`config.mk`:
```
export PLATFORM = sky130hd
export DESIGN_NAME = eth_frame_tx
export DESIGN_NICKNAME = d
export VERILOG_FILES = /design/src/rtl/eth_frame_tx.sv
export SDC_FILE = /design/constraint.sdc
export NUM_CORES = 1
export LEC_CHECK = 0
export CAP_MARGIN = 10
export CELL_PAD_IN_SITES_DETAIL_PLACEMENT = 1
export CELL_PAD_IN_SITES_GLOBAL_PLACEMENT = 2
export CORE_UTILIZATION = 44
export CTS_CLUSTER_SIZE = 24
export DETAILED_ROUTE_END_ITERATION = 7
export PLACE_DENSITY = 0.83
export RECOVER_POWER = 100
export SLEW_MARGIN = 20
export SYNTH_ARGS = -nofsm -noshare
export SYNTH_HDL_FRONTEND = slang
export SYNTH_SLANG_ARGS = --single-unit
export TNS_END_PERCENT = 10
```
`constraint.sdc`:
```
create_clock -name clk -period 4.96 [get_ports clk]
set_input_delay 0.992 -clock clk [delete_from_list [all_inputs] [get_ports clk]]
set_output_delay 0.992 -clock clk [all_outputs]
set_load 0.005 [all_outputs]
```
`src/rtl/eth_frame_tx.sv`:
```
// eth_frame_tx: buffers a payload in a byte FIFO, then on request emits one
// contiguous Ethernet-style frame: preamble, SFD, destination MAC, source MAC,
// length, payload, 8-bit LRC FCS (sent four times).
//
// Ports:
//   clk, rst          clock, asynchronous active-high reset
//   pl_data/vld/rdy   payload byte push interface (rdy = FIFO not full)
//   send, len         one-cycle frame request; len sampled on acceptance
//   link_rdy          downstream ready, only consulted before a frame starts
//   data, start       registered frame byte stream and first-byte marker
//   busy, done, err   frame pending/active, frame-complete pulse, reject pulse
module eth_frame_tx #(
    parameter logic [47:0] DEST_MAC_ADDR = 48'h00_0a_95_9d_68_16,
    parameter logic [47:0] SRC_MAC_ADDR  = 48'h00_11_22_33_44_55,
    parameter int unsigned DEPTH         = 64
) (
    input  logic        clk,
    input  logic        rst,
    input  logic [7:0]  pl_data,
    input  logic        pl_vld,
    output logic        pl_rdy,
    input  logic        send,
    input  logic [15:0] len,
    input  logic        link_rdy,
    output logic [7:0]  data,
    output logic        start,
    output logic        busy,
    output logic        done,
    output logic        err
);

    localparam int unsigned AW = $clog2(DEPTH);
    localparam int unsigned CW = AW + 1;

    typedef enum logic [3:0] {
        StIdle, StWait, StPreamble, StSfd, StMacDst,
        StMacSrc, StPlLen, StPl, StFcs, StDone
    } state_e;

    state_e         state_q, state_d;
    logic [15:0]    cnt_q, cnt_d;
    logic [15:0]    len_q, len_d;
    logic [7:0]     sum_q, sum_d;
    logic [7:0]     data_q, data_d;
    logic           start_q, start_d;
    logic           err_q, err_d;

    logic [7:0]     mem [DEPTH];
    logic [AW-1:0]  wr_ptr, rd_ptr;
    logic [CW-1:0]  count;
    logic           push, pop;
    logic [2:0]     idx;

    // ---------------- payload FIFO ----------------
    assign pl_rdy = ~rst & (count < CW'(DEPTH));
    assign push   = pl_vld & pl_rdy;

    always_ff @(posedge clk) begin
        if (push) mem[wr_ptr] <= pl_data;
    end

    always_ff @(posedge clk or posedge rst) begin
        if (rst) begin
            wr_ptr <= '0;
            rd_ptr <= '0;
            count  <= '0;
        end else begin
            if (push) wr_ptr <= wr_ptr + AW'(1);
            if (pop)  rd_ptr <= rd_ptr + AW'(1);
            if (push && !pop)      count <= count + CW'(1);
            else if (pop && !push) count <= count - CW'(1);
        end
    end

    // ---------------- frame sequencer ----------------
    always_ff @(posedge clk or posedge rst) begin
        if (rst) begin
            state_q <= StIdle;
            cnt_q   <= '0;
            len_q   <= '0;
            sum_q   <= '0;
            data_q  <= '0;
            start_q <= 1'b0;
            err_q   <= 1'b0;
        end else begin
            state_q <= state_d;
            cnt_q   <= cnt_d;
            len_q   <= len_d;
            sum_q   <= sum_d;
            data_q  <= data_d;
            start_q <= start_d;
            err_q   <= err_d;
        end
    end

    // Next state and counter. The output byte is computed for the *next*
    // state/count so data is registered in step with the state register.
    always_comb begin
        state_d = state_q;
        cnt_d   = cnt_q + 16'd1;
        len_d   = len_q;
        err_d   = 1'b0;
        unique case (state_q)
            StIdle: begin
                cnt_d = '0;
                if (send) begin
                    if (len > 16'(DEPTH)) begin
                        err_d = 1'b1;
                    end else begin
                        len_d   = len;
                        state_d = StWait;
                    end
                end
            end
            StWait: begin
                cnt_d = '0;
                if ((16'(count) >= len_q) && link_rdy) state_d = StPreamble;
            end
            StPreamble: if (cnt_q == 16'd6) begin state_d = StSfd;    cnt_d = '0; end
            StSfd:                          begin state_d = StMacDst; cnt_d = '0; end
            StMacDst:   if (cnt_q == 16'd5) begin state_d = StMacSrc; cnt_d = '0; end
            StMacSrc:   if (cnt_q == 16'd5) begin state_d = StPlLen;  cnt_d = '0; end
            StPlLen: begin
                if (cnt_q == 16'd1) begin
                    state_d = (len_q == 16'd0) ? StFcs : StPl;
                    cnt_d   = '0;
                end
            end
            StPl:       if (cnt_q == len_q - 16'd1) begin state_d = StFcs; cnt_d = '0; end
            StFcs:      if (cnt_q == 16'd3) begin state_d = StDone; cnt_d = '0; end
            StDone:                         begin state_d = StIdle; cnt_d = '0; end
            default:                        begin state_d = StIdle; cnt_d = '0; end
        endcase
    end

    assign idx = cnt_d[2:0];

    always_comb begin
        data_d  = 8'h00;
        start_d = 1'b0;
        pop     = 1'b0;
        sum_d   = sum_q;
        unique case (state_d)
            StPreamble: begin
                data_d  = 8'hAA;
                start_d = (state_q == StWait);
            end
            StSfd:    data_d = 8'hAB;
            StMacDst: data_d = DEST_MAC_ADDR[{idx, 3'b000} +: 8];
            StMacSrc: data_d = SRC_MAC_ADDR[{idx, 3'b000} +: 8];
            StPlLen:  data_d = cnt_d[0] ? len_q[7:0] : len_q[15:8];
            StPl: begin
                // Head byte is loaded into data and popped on the same edge.
                data_d = mem[rd_ptr];
                pop    = 1'b1;
            end
            StFcs:    data_d = (~sum_q) + 8'd1;
            default:  data_d = 8'h00;
        endcase
        if (state_d == StPreamble) begin
            sum_d = '0;
        end else if (state_d inside {StMacDst, StMacSrc, StPlLen, StPl}) begin
            sum_d = sum_q + data_d;
        end
    end

    assign data  = data_q;
    assign start = start_q;
    assign err   = err_q;
    assign busy  = (state_q != StIdle) && (state_q != StDone);
    assign done  = (state_q == StDone);

endmodule

```
==> results of run 1 <==
[cell type report]
type | count | area share
well taps | 748 | 0.0325
inverters | 26 | 0.00348
repair buffers | 157 | 0.0444
multi-input cells | 687 | 0.252
flip-flops and latches | 585 | 0.598
clock inverters | 40 | 0.0171
clock buffers | 69 | 0.0526
[worst reg2reg max path: stages (launching register included)]
cell      delay (ps)
dfrtp_1          400
inv_2             90
ha_4             130
or4b_4           510
a2111o_1         450
a211oi_2         220
nor4b_4          330
buf_4            190
o21ai_2           80
nand2b_4         190
mux2i_4          190
o21ai_1           90
a221o_1          350
ha_4             290
a21oi_2           60
o21bai_1         170
a21oi_2           90
o21bai_1         170
a21oi_2           90
o31a_1           120
or3_1            380
o311ai_1         100
[path summary, 6_finish.rpt]
| path | end | slack, ps |
|---|---|---|
| setup / recovery | sum_q[7] | 150 |
| hold / removal | count[6] | 500 |
| setup reg to reg | sum_q[7] | 150 |
| hold reg to reg | count[6] | 500 |
| max in group asynchronous | len_q[4] | 1840 |
| min in group asynchronous | count[4] | 1490 |
[routing by layer]
metal | part of all wire | track usage | vias up
met2 | 0.49 | 0.361 | 362
met1 | 0.42 | 0.288 | 6929
met3 | 0.049 | 0.0396 | 142
li1 | - | - | 5752
met5 | 0.00094 | 0 | -
met4 | 0.039 | 0.0903 | 8
[sequential cells by signal, indices dropped and copies added, names as in the netlist]
name / count
sum_q: 8
cnt_q: 16
err: 1
state_q: 4
start: 1
mem: 512
data: 8
len_q: 16
count: 7
wr_ptr: 6
rd_ptr: 6
[cells by family after synthesis]
group	after synthesis
flops	585
simple gates	300
mux	186
compound gates	110
buf+inv	96
xor+xnor	62
fa+ha+maj	29
[repair_timing]
action / in CTS / in global routing
gates cloned: 0 / 0
hold endpoints to repair: 0 / 0
setup buffers: 0 / 10
setup endpoints to repair: 2 / 3
pin swaps: 3 / 16
resized for setup: 6 / 22
[cell usage in the layout (no fill, tap or decap), types with 14 or more instances in the layout]
cell type	instances
inv_1	22
mux4_2	167
xnor2_1	35
o21ai_0	26
nor2b_1	14
nor3_1	16
clkdlybuf4s50_1	21
ha_1	24
a21oi_1	17
buf_4	91
dfrtp_1	70
clkbuf_16	59
nand3_1	24
clkinv_2	15
xor2_1	26
edfxtp_1	512
clkbuf_1	31
nand2_1	47
nor2_1	125
[where the power goes]
part	switching (µW)	internal (µW)	total (µW)
clock	1900	2710	4610
combinational	349	230	579
sequential	97.1	5450	5550
[through the flow]
stage | setup TNS (ps) | power (µW) | hold WS [ps] | util | instance area, µm²
after detailed placement | -208 | 6220 | 499 | 0.482 | 26600
after global placement | -68.6 | 6190 | 492 | 0.482 | 26600
final | 0 | 10700 | 503 | 0.520 | 28800
after CTS | 0 | 10800 | 507 | 0.518 | 28700
after global routing | -119 | 11000 | 526 | 0.520 | 28800
after floorplan | 0 | 5960 | 467 | - | 24700
==> results.cfg, run 1 <==
[placed_design]
finalWeightedCongestion = 0.879
hpwl_um = 40100
port_buffers = 41
dp_cells = 2193
place_ws_ps = -208

[floorplanning]
fp.coreArea_um2 = 55300
die-area_um2 = 57100
initial_core_util = 0.447
rows = 86
io_pins = 42
die_w_um = 239
dieHeight_um = 239

[synthesis]
synth_compound_area_frac = 0.0301
yosys.area.top_type = edfxtp_1
synthTopCellsByCount = 512 x edfxtp_1, 167 x mux4_2, 126 x nor2_1
avgSynthCellArea_um2 = 18.1
syn_inst = 1368
synth_mux_area_frac = 0.160
synth_simple_gate_area_frac = 0.0598
syn_nets = 1426
yosys.area.top_type_share = 0.622
synth-async-reset-ratio = 0.125
yosys.cell_types.count = 77
ys.flop_type = edfxtp_1
synth_edf_count = 512
synth_xor_area_frac = 0.0225
yosysWarnings = 0
synth_top_family_by_area = multiplexers
yosysMostFrequentCell = edfxtp_1
synth_area_leaders = edfxtp_1 62%, mux4_2 15%, dfrtp_1 7.4%
ys_seq_elements = 585
synthAdderAreaFrac = 0.0153
syn_area_um2 = 24700
ys_seq_area_frac = 0.696

[worst_setup_path]
endpoint_kind = flip-flop
cp.depth = 21
r2r-start = len_q[1]
max_stage_delay_ps = 510
startpoint_type = flip-flop
worst-path-buf-inv = 2
cp_top_family = compound AO/OA/AOI/OAI gates
required_ps = 5460
critPathSlowestCell = or4b_4
critPathMaxFanout = 7
reg2reg_depth = 21
crit_type = flip-flop to flip-flop
crit_arrival_ps = 5310
critical_path.startpoint = len_q[1]
cp_cell_sequence = inv_2, ha_4, or4b_4, a2111o_1, a211oi_2, nor4b_4, buf_4, o21ai_2, nand2b_4, mux2i_4, o21ai_1, a221o_1, ha_4, a21oi_2, o21bai_1, a21oi_2, o21bai_1, a21oi_2, o31a_1, or3_1, o311ai_1
cpMostUsedCell = a21oi_2

[grt]
grt_max_degree = 65
grt_pass1_vias = 14200
grt_first_pass_wirelength_um = 91400
overflow = 0
grt.total_usage = 0.219
antenna_found_initial = 6

[flow_run]
drv_cap = 9

[detailed_routing]
wl_per_cell_um = 26.4
drt_wl_total_um = 60900
ant_nets = 0
drtIter0Drc = 1215
drc = 0
vias_per_cell = 5.71
vias = 13200
drtPass1Iterations = 5

[sta]
worst_pin_slew_ps = 3180
hold_viol = 0
timing.slew.headroom = -1.12
fin_ws_ps = 147
slew_viol_final = 537
setup_violations = 0
rsz0062_at_grt = true
clock.fmax_mhz = 208
period_share = 0.970
finalCriticalPeriod_ps = 4810
worst_clock_skew_ps = 32.8

[power_and_ir_drop]
leakagePower_uw = 0.00936
vdd_ir_drop_max_mv = 0.313
powerDensity_nw_per_um2 = 373

[finish]
fin_cells = 2312
multi_input_area_um2 = 7240
regArea_um2 = 17200
drive_above_1_share = 0.266
nNetsFinal = 1574
num_antenna_cells = 0
fillCellCount = 5096
area.growth.synth_to_final_pct = 16.4

[clocking]
cts_tree = built
numCtsBuffers = 59
cts_root_buf = clkbuf_16
cts_hold_buf = 0
cts_sinks = 585
clk_path_buf_depth = 3
clk_pin_slew_ps = 60
insertion_delay_ps = 630
htree_levels = 2

[worst_hold_path]
min_path_type = flip-flop to flip-flop
hold_path_depth = 1
worstHoldStart = count[6]

[status]
status = finished with violations
violations = capacitance limit, slew limit
Note: power is estimated with default switching activity, not from simulation.
==> inputs of run 2 (changes only) <==
CTS_CLUSTER_SIZE = 14   (was 24)
==> results of run 2 <==
Same layout as run 1: the final DEF is identical, and so are final timing and power.
==> inputs of run 3 (changes only) <==
CTS_CLUSTER_DIAMETER = 100   (was default)
==> run 3 against run 2 <==
The flow still finishes with violations (capacitance limit, slew limit). Final area fell by 2.1%. Core utilization decreased by 1.1 points. Clock-buffer cell count up 16. Worst setup slack better by 23 ps. Global-route usage fell by 0.059 points. Highest routed layer unchanged.
==> results.cfg, run 3 (synthesis results as in run 1) <==
[detailed_routing]
wl_met1_um = 25300
drtPass1Iterations = 5
vias = 13100
drt_wl_total_um = 60700
wl_per_cell_um = 26.5
vias_per_cell = 5.73
top_layer_used = met5
wl_met3_um = 3180
met2_length_um = 30600
drc = 0
ant_nets = 0
drtIter0Drc = 1219

[finish]
nNetsFinal = 1561
largest_reg_flops = 512
fin_area_um2 = 28200
final_common_cell = edfxtp_1
largestRegisters = mem: 512 flops, cnt_q: 16 flops, len_q: 16 flops
drive_above_1_share = 0.244
fin_cells = 2290
area.growth.synth_to_final_pct = 14.0
final_cell_mix = 512 x edfxtp_1, 167 x mux4_2, 125 x nor2_1
regMostFlops = mem
num_antenna_cells = 0

[worst_setup_path]
endpoint_kind = flip-flop
startpoint_type = flip-flop
required_ps = 5460
cpMostUsedCell = a21oi_2
crit_type = flip-flop to flip-flop
crit_arrival_ps = 5290
critPathSlowestCell = or4b_4
worst-path-buf-inv = 2
cp_cell_sequence = inv_2, ha_4, or4b_4, a2111o_1, a211oi_2, nor4b_4, buf_4, o21ai_2, nand2b_4, mux2i_4, o21ai_1, a221o_1, ha_4, a21oi_2, o21bai_1, a21oi_2, o21bai_1, a21oi_2, o31a_1, or3_1, o311ai_2
critPathMaxFanout = 7
max_stage_delay_ps = 510
cp_top_family = compound AO/OA/AOI/OAI gates

[status]
status = finished with violations
violations = capacitance limit, slew limit

[placed_design]
port_buffers = 41
hpwl_um = 40100
finalWeightedCongestion = 0.879
placed_area_um2 = 26600
dp_cells = 2193

[sta]
timing.slew.headroom = -1.10
worst_pin_slew_ps = 3150
worst_clock_skew_ps = 28.2
rsz0062_at_grt = true
finalCriticalPeriod_ps = 4790
slew_viol_final = 537
period_share = 0.966
hold_viol = 0
clock.fmax_mhz = 209
setup_violations = 0

[grt]
grt_max_degree = 65
antenna_found_initial = 5
grt_first_pass_wirelength_um = 91000
grt.total_usage = 0.219
overflow = 0
grt_pass1_vias = 14000

[worst_hold_path]
min_path_type = flip-flop to flip-flop

[clocking]
cts_tree = built
numCtsBuffers = 47
clk_path_buf_depth = 3
insertion_delay_ps = 620
cts_sinks = 585
cts_hold_buf = 0
htree_levels = 2
clk_pin_slew_ps = 80
cts_root_buf = clkbuf_16

[power_and_ir_drop]
intPower_uw = 7510
p_total_uw = 9690
comb_power_share = 0.060
p_sw_uw = 2170
leakagePower_uw = 0.00903
seqPwrFrac = 0.572
p_clk_frac = 0.368
powerDensity_nw_per_um2 = 344
swShare = 0.224
vdd_ir_drop_max_mv = 0.339

[floorplanning]
rows = 86
io_pins = 42
initial_core_util = 0.447
fp.coreArea_um2 = 55300
die-area_um2 = 57100
dieHeight_um = 239
die_w_um = 239

[flow_run]
drv_cap = 9
-- run 3: worst register-to-register path, delay by kind of cell, from the launching register on --
family,cells,cell delay [ps]
buffers and inverters,2,280
AO/OA/AOI/OAI,12,1970
multiplexers,1,190
flip-flops,1,400
adder cells (fa/ha/maj),2,420
AND/OR/NAND/NOR,4,1430
-- run 3: final cells by class --
cell class,count,area (µm²)
inverter,26,100
clock inverter,3,50.0
tap,748,936
timing repair buffer,156,1270
multi-input combinational,687,7260
clock buffer,85,1340
sequential,585,17200
fill,5158,27100
-- run 3: repair_timing --
action / in CTS / in global routing
pin swaps: 2 / 17
gates resized for setup: 5 / 25
setup endpoints to repair: 2 / 3
buffers inserted: 4 / 5
-- run 3: final timing paths --
check,from,to,slack (ps),cells past startpoint
worst max-delay path,len_q[1],sum_q[7],170,21
worst min register to register,count[6],count[6],500,1
worst min-delay path,count[6],count[6],500,1
max in group asynchronous,rst,len_q[4],1840,3
min in group asynchronous,rst,wr_ptr[5],1500,2
worst max register to register,len_q[1],sum_q[7],170,21
-- run 3: power groups by stage --
stage,Combinational (µW),Sequential [µW],Clock (µW)
after floorplan,373,5590,0
after global placement,554,5630,0
after detailed placement,583,5640,0
after CTS,587,5530,3620
after global routing,645,5560,3780
final,580,5540,3560
-- run 3: metrics by stage --
stage	worst slack (ps)	util	TNS [ps]	hold WS (ps)
floorplan	21.1	-	0	467
global placement	-68.6	0.482	-68.6	492
detailed placement	-208	0.482	-208	499
CTS	13.1	0.508	0	508
global route	-33.9	0.509	-33.9	527
finish	170	0.509	0	503
-- run 3: metal layers --
metal  vias to the layer above  GRT usage
li1                       5706          -
met1                      6922      0.292
met2                       373      0.365
met3                       109     0.0406
met4                         6     0.0649
met5                         -          0
